===== src/rtl/mbus_tx_arbiter_pkg.sv =====
// Shared MBus definitions for the layer-controller transmit path:
// bus widths and the transmit arbiter state encoding.
package mbus_tx_arbiter_pkg;

    localparam int MBUS_ADDR_WIDTH = 32;
    localparam int MBUS_DATA_WIDTH = 32;

    typedef enum logic [2:0] {
        ST_IDLE    = 3'd0,
        ST_GRANT   = 3'd1,
        ST_SEND    = 3'd2,
        ST_ACKLOW  = 3'd3,
        ST_NEXTW   = 3'd4,
        ST_WRESP   = 3'd5,
        ST_RESPACK = 3'd6
    } tx_state_e;

endpackage


===== src/rtl/mbus_tx_arbiter_sync2.sv =====
// Two-flop synchroniser bringing bus-clock handshake levels into the layer clock.
module mbus_sync2 #(
    parameter int WIDTH = 1
) (
    input  logic             clk,
    input  logic             resetn,
    input  logic [WIDTH-1:0] d,
    output logic [WIDTH-1:0] q
);

    logic [WIDTH-1:0] meta_r;

    // Metastability stage followed by the output stage
    always_ff @(posedge clk or negedge resetn) begin
        if (!resetn) begin
            meta_r <= '0;
            q      <= '0;
        end else begin
            meta_r <= d;
            q      <= meta_r;
        end
    end

endmodule


===== src/rtl/mbus_tx_arbiter.sv =====
// Shares one MBus node transmit interface among NUM_REQ requesters: whole-message
// arbitration (priority, then round-robin) and the four-phase word/response handshake.
module mbus_tx_arbiter
    import mbus_tx_arbiter_pkg::*;
#(
    parameter int NUM_REQ    = 4,
    parameter int ADDR_WIDTH = MBUS_ADDR_WIDTH,
    parameter int DATA_WIDTH = MBUS_DATA_WIDTH
) (
    input  logic                          clk,
    input  logic                          resetn,
    input  logic [NUM_REQ-1:0]            req_valid,
    input  logic [NUM_REQ*ADDR_WIDTH-1:0] req_addr,
    input  logic [NUM_REQ*DATA_WIDTH-1:0] req_data,
    input  logic [NUM_REQ-1:0]            req_pend,
    input  logic [NUM_REQ-1:0]            req_priority,
    output logic [NUM_REQ-1:0]            req_ready,
    output logic [NUM_REQ-1:0]            resp_valid,
    output logic                          resp_succ,
    output logic [ADDR_WIDTH-1:0]         tx_addr,
    output logic [DATA_WIDTH-1:0]         tx_data,
    output logic                          tx_req,
    output logic                          tx_pend,
    output logic                          tx_priority,
    output logic                          tx_resp_ack,
    input  logic                          tx_ack,
    input  logic                          tx_succ,
    input  logic                          tx_fail
);

    localparam int IDX_W = $clog2(NUM_REQ);

    logic [2:0]            sync_in_s;
    logic [2:0]            sync_out_s;
    logic                  ack_s;
    logic                  succ_s;
    logic                  fail_s;
    logic                  result_s;
    logic                  succ_res_s;
    tx_state_e             state_r;
    logic [IDX_W-1:0]      grant_r;
    logic [IDX_W-1:0]      rr_ptr_r;
    logic [IDX_W-1:0]      pick_s;
    logic [NUM_REQ-1:0]    prio_mask_s;
    logic [NUM_REQ-1:0]    cand_s;
    logic                  any_prio_s;
    logic [NUM_REQ-1:0]    grant_hot_s;
    logic [ADDR_WIDTH-1:0] addr_arr_s [NUM_REQ];
    logic [DATA_WIDTH-1:0] data_arr_s [NUM_REQ];

    // First set bit of mask, searching upward from ptr with wrap-around
    function automatic logic [IDX_W-1:0] rr_pick(input logic [NUM_REQ-1:0] mask,
                                                 input logic [IDX_W-1:0]   ptr);
        logic [IDX_W:0]   pos;
        logic [IDX_W-1:0] sel;
        logic             found;
        sel   = ptr;
        found = 1'b0;
        for (int k = 0; k < NUM_REQ; k++) begin
            pos = {1'b0, ptr} + (IDX_W+1)'(k);
            pos = (pos >= (IDX_W+1)'(NUM_REQ)) ? pos - (IDX_W+1)'(NUM_REQ) : pos;
            if (!found && mask[pos[IDX_W-1:0]]) begin
                sel   = pos[IDX_W-1:0];
                found = 1'b1;
            end
        end
        return sel;
    endfunction

    function automatic logic [IDX_W-1:0] next_idx(input logic [IDX_W-1:0] g);
        return (g == IDX_W'(NUM_REQ - 1)) ? '0 : g + IDX_W'(1);
    endfunction

    assign sync_in_s = {tx_ack, tx_succ, tx_fail};

    mbus_sync2 #(.WIDTH(3)) u_sync (
        .clk    (clk),
        .resetn (resetn),
        .d      (sync_in_s),
        .q      (sync_out_s)
    );

    assign ack_s       = sync_out_s[2];
    assign succ_s      = sync_out_s[1];
    assign fail_s      = sync_out_s[0];
    assign result_s    = succ_s | fail_s;
    assign succ_res_s  = succ_s & ~fail_s;
    assign grant_hot_s = NUM_REQ'(1) << grant_r;

    for (genvar i = 0; i < NUM_REQ; i++) begin : g_unpack
        assign addr_arr_s[i] = req_addr[i*ADDR_WIDTH +: ADDR_WIDTH];
        assign data_arr_s[i] = req_data[i*DATA_WIDTH +: DATA_WIDTH];
    end

    // Winner selection: priority requesters mask out the rest, then round-robin
    always_comb begin
        prio_mask_s = req_valid & req_priority;
        any_prio_s  = |prio_mask_s;
        cand_s      = req_valid;
        if (any_prio_s) begin
            cand_s = prio_mask_s;
        end else begin
            cand_s = req_valid;
        end
        pick_s = rr_pick(cand_s, rr_ptr_r);
    end

    // Message sequencer; a result seen before the last word completes aborts the message
    always_ff @(posedge clk or negedge resetn) begin
        if (!resetn) begin
            state_r     <= ST_IDLE;
            grant_r     <= '0;
            rr_ptr_r    <= '0;
            req_ready   <= '0;
            resp_valid  <= '0;
            resp_succ   <= 1'b0;
            tx_addr     <= '0;
            tx_data     <= '0;
            tx_req      <= 1'b0;
            tx_pend     <= 1'b0;
            tx_priority <= 1'b0;
            tx_resp_ack <= 1'b0;
        end else begin
            req_ready  <= '0;
            resp_valid <= '0;
            case (state_r)
                ST_IDLE: begin
                    if (|req_valid) begin
                        grant_r     <= pick_s;
                        tx_addr     <= addr_arr_s[pick_s];
                        tx_priority <= any_prio_s;
                        state_r     <= ST_GRANT;
                    end else begin
                        state_r <= ST_IDLE;
                    end
                end
                ST_GRANT: begin
                    tx_data <= data_arr_s[grant_r];
                    tx_pend <= req_pend[grant_r];
                    tx_req  <= 1'b1;
                    state_r <= ST_SEND;
                end
                ST_SEND: begin
                    if (result_s) begin
                        tx_req      <= 1'b0;
                        tx_pend     <= 1'b0;
                        tx_resp_ack <= 1'b1;
                        resp_succ   <= succ_res_s;
                        state_r     <= ST_RESPACK;
                    end else if (ack_s) begin
                        tx_req    <= 1'b0;
                        req_ready <= grant_hot_s;
                        state_r   <= ST_ACKLOW;
                    end else begin
                        state_r <= ST_SEND;
                    end
                end
                ST_ACKLOW: begin
                    if (result_s) begin
                        tx_pend     <= 1'b0;
                        tx_resp_ack <= 1'b1;
                        resp_succ   <= succ_res_s;
                        state_r     <= ST_RESPACK;
                    end else if (!ack_s) begin
                        state_r <= tx_pend ? ST_NEXTW : ST_WRESP;
                    end else begin
                        state_r <= ST_ACKLOW;
                    end
                end
                ST_NEXTW: begin
                    if (result_s) begin
                        tx_pend     <= 1'b0;
                        tx_resp_ack <= 1'b1;
                        resp_succ   <= succ_res_s;
                        state_r     <= ST_RESPACK;
                    end else if (req_valid[grant_r]) begin
                        state_r <= ST_GRANT;
                    end else begin
                        state_r <= ST_NEXTW;
                    end
                end
                ST_WRESP: begin
                    if (result_s) begin
                        tx_resp_ack <= 1'b1;
                        resp_succ   <= succ_res_s;
                        state_r     <= ST_RESPACK;
                    end else begin
                        state_r <= ST_WRESP;
                    end
                end
                ST_RESPACK: begin
                    if (!succ_s && !fail_s) begin
                        tx_resp_ack <= 1'b0;
                        resp_valid  <= grant_hot_s;
                        rr_ptr_r    <= next_idx(grant_r);
                        state_r     <= ST_IDLE;
                    end else begin
                        state_r <= ST_RESPACK;
                    end
                end
                default: begin
                    tx_req      <= 1'b0;
                    tx_pend     <= 1'b0;
                    tx_resp_ack <= 1'b0;
                    state_r     <= ST_IDLE;
                end
            endcase
        end
    end

endmodule


===== config.mk =====
export PLATFORM = sky130hd
export DESIGN_NAME = mbus_tx_arbiter
export DESIGN_NICKNAME = d
export VERILOG_FILES = /design/src/rtl/mbus_tx_arbiter_pkg.sv /design/src/rtl/mbus_tx_arbiter_sync2.sv /design/src/rtl/mbus_tx_arbiter.sv
export SDC_FILE = /design/constraint.sdc
export NUM_CORES = 1
export LEC_CHECK = 0
export CORE_AREA = 2 2 135 137
export CTS_CLUSTER_SIZE = 20
export DETAILED_ROUTE_END_ITERATION = 6
export DIE_AREA = 0 0 137 139
export PLACE_DENSITY = 0.71
export SLEW_MARGIN = 20
export SYNTH_ARGS = -nofsm -noshare
export SYNTH_HDL_FRONTEND = slang
export SYNTH_SLANG_ARGS = --single-unit

===== constraint.sdc =====
create_clock -name clk -period 2.5 [get_ports clk]
set_input_delay 0.5 -clock clk [delete_from_list [all_inputs] [get_ports clk]]
set_output_delay 0.5 -clock clk [all_outputs]
set_load 0.02 [all_outputs]

==> reports/metrics.cfg <==
[critical_path]
reg2reg_depth=7
crit_arrival_ps=2620
cp-end-kind=flip-flop
crit_chain=dlygate4sd2_1, and2b_1, a221o_1, o32ai_2, o311ai_2, or2_4, clkbuf_16, o221ai_1
crit_type=in2reg
critPathMaxFanout=16
reg2reg_slack_ps=180
r2r_end=tx_addr[30]
crit_path_top_delay_cell=a221o_1
worstSetupStartpointType=input pin
worstPathRequired_ps=2760
slowest_delay_ps=340
r2r_start=rr_ptr_r[0]

[timing]
period_share=0.9470
worst_pin_slew_ps=664.7
clock_skew_ps=9.775
relSlewSlack=0.5528
slew_viol_final=0
fin_setup_tns_ps=0
setup_viol=0
fmax_mhz=422.4
finalHoldViolCount=0
rsz0062_at_grt=false
final.min_clock_period_ps=2367

[clock_network]
cts_root_buf=clkbuf_16
cts.reportedPaths.clkPinSlew_ps=70
numCtsBuffers=9
htree_levels=3
clk_latency_ps=350
clockBufferDepth=2
hold_buffers=0
tritoncts=done
cts_sinks=90

[logic_synthesis]
yosys-top-cells-area=dfrtp_1 42%, mux4_2 14%, mux2i_1 12%
yosysWarnings=0
netlist_area_mm2=0.005365
yosys.area.top_type_share=0.4198
ys_types=49
ys_ff_latch=90
synth-edff-count=0
ys.flop_type=dfrtp_1
synthesis.nets=703
syn_inst=426
yosysTopAreaCell=dfrtp_1
seq_area_frac_synth=0.4198
post_synth.cell_area_avg_um2=12.59
synthArstFlopShare=1.000

[cells_and_area]
multiInputGateArea_mm2=0.002880
stdcell_count=1019
antenna_cells=0
register_area_mm2=0.002253
post-route-util=0.5446
drive_gt1_frac=0.1696
nets=1062
fill_cells=1519
area_growth_pct=79.24

[drt]
drt_wl_total_um=19390
dr_total_vias=5119
dr.pass1.iters=4
wl_met1_um=7424
wl_per_cell_um=19.03
dr_wl_met3_um=1316
remaining_drc_errors=0
top_layer_used=met4
vias_per_cell=5.024
wl_met2_um=10210
dr.first_iter.drc_count=175
detail-route-antenna-nets=0

[flow_run]
drv_cap=0

[global_route]
grt_overflow=0
grt_max_degree=42
grt_pass1_vias=5575
antenna_found_initial=0
grt_first_pass_wirelength_um=29800
grt_usage=0.2026

[place]
hpwlAfterDp_um=15130
place_congestion=0.9345
place_inst=1000
portBuffers=349

[die]
core_mm2=0.01766
dieArea_mm2=0.01904
initial_core_util=0.3039
die_w_um=137
rows=49
chipHeight_um=139
num_io_pins=350

[min_path]
hp-class=in2async

[pwr]
leakage_uw=0.003948
power_uw=8977
max-vdd-ir-drop_mv=0.5479
p_per_area_mw_per_mm2=933.5

[status]
status=complete, no violations

-- worst max-delay path by stage --
stage | to | from | slack [ps]
6_report | tx_addr[30] | req_valid[2] | 130
5_1_grt | tx_addr[10] | req_valid[2] | 40
4_1_cts | tx_addr[26] | req_priority[1] | 10
3_5_place_dp | tx_addr[9] | req_valid[2] | -550
3_3_place_gp | tx_addr[9] | req_valid[2] | -410
2_1_floorplan | tx_addr[10] | req_valid[0] | 300
-- layout make-up --
| cell class | instances | area share |
|---|---|---|
| Clock buffer | 10 | 0.02381 |
| Clock inverter | 6 | 0.005074 |
| Inverter | 7 | 0.002732 |
| Multi-Input combinational cell | 293 | 0.2995 |
| Sequential cell | 90 | 0.2343 |
| Tap cell | 229 | 0.02979 |
| Timing Repair Buffer | 384 | 0.4048 |
-- stage by stage --
stage | setup slack, ps | hold WS, ps | cell area (µm²)
floorplan | 297.6 | 204.4 | 5365
finish | 132.6 | 123.1 | 9617
global placement | -413.8 | 331.3 | 9226
global route | 42.51 | 158.3 | 9617
detailed placement | -552.9 | 335.8 | 9226
CTS | 11.45 | 145.2 | 9574
-- synth_stat cells (4+ instances only) --
master	n
a21o_1	4
mux2i_1	64
a22oi_1	5
o221ai_1	32
buf_8	6
inv_1	7
and2_1	10
o21a_1	4
nor3_1	6
o21ai_0	6
mux2_2	34
nor2_1	7
clkbuf_1	13
a21oi_1	7
mux4_2	33
dfrtp_1	90
buf_1	5
nand2_1	46
buf_6	6
ha_1	4
-- sequential cells by signal, indices dropped and copies added (netlist names) --
register and count:
tx_addr 32, tx_data 32, req_ready 4, resp_valid 4, state_r 3, u_sync.meta_r 3
u_sync.q 3, grant_r 2, rr_ptr_r 2, resp_succ 1, tx_pend 1, tx_priority 1
tx_req 1, tx_resp_ack 1
-- worst max-delay path: cells and delay by family --
| family | cells | cell delay, ps |
|---|---|---|
| buffers and inverters | 2 | 520 |
| AND/OR/NAND/NOR | 2 | 560 |
| AO/OA/AOI/OAI | 4 | 1040 |
-- what timing repair did --
action,4_1_cts,5_1_grt
gates cloned,1,1
setup buffers,1,0
endpoints found under the setup margin,32,32
resized for setup,12,5
pin swaps,2,2
-- cells by family (layout without fill, tap and decap cells) --
kind of cell / Yosys count / in the layout / share of synthesized area
multiplexers: 132 / 132 / 0.3342
AND/OR/NAND/NOR: 83 / 83 / 0.07207
adder cells (fa/ha/maj): 4 / 4 / 0.009329
buffers and inverters: 43 / 407 / 0.05550
AO/OA/AOI/OAI: 74 / 74 / 0.1091
flip-flops: 90 / 90 / 0.4198
-- routing by layer --
layer	up-vias	global-route usage
met1	2510	0.2320
met5	-	0
li1	2362	-
met4	0	0.06240
met3	31	0.06140
met2	216	0.3582
-- power breakdown --
| part | internal, µW | switching [µW] | total, µW |
|---|---|---|---|
| logic | 2830 | 2360 | 5200 |
| registers | 2050 | 429 | 2480 |
| clock network | 685 | 614 | 1300 |
-- layout by cell type (no fill, tap or decap), types with 2 or more instances in the layout --
cell type,instances
clkdlybuf4s50_1,340
dfrtp_1,89
mux2i_1,64
nand2_1,46
mux2_2,34
mux4_2,33
o221ai_1,32
buf_4,26
and2_1,10
clkbuf_16,10
buf_12,8
inv_1,7
nor2_1,7
a21oi_1,7
o21ai_0,6
nor3_1,5
dlygate4sd2_1,5
a21o_1,4
o21a_1,4
ha_1,4
a22oi_1,3
clkinvlp_4,3
inv_6,3
dlymetal6s2s_1,3
or2_2,2
nand2b_1,2
nand3_1,2
a22oi_2,2
a221oi_1,2
(Power assumes the default switching activity.)
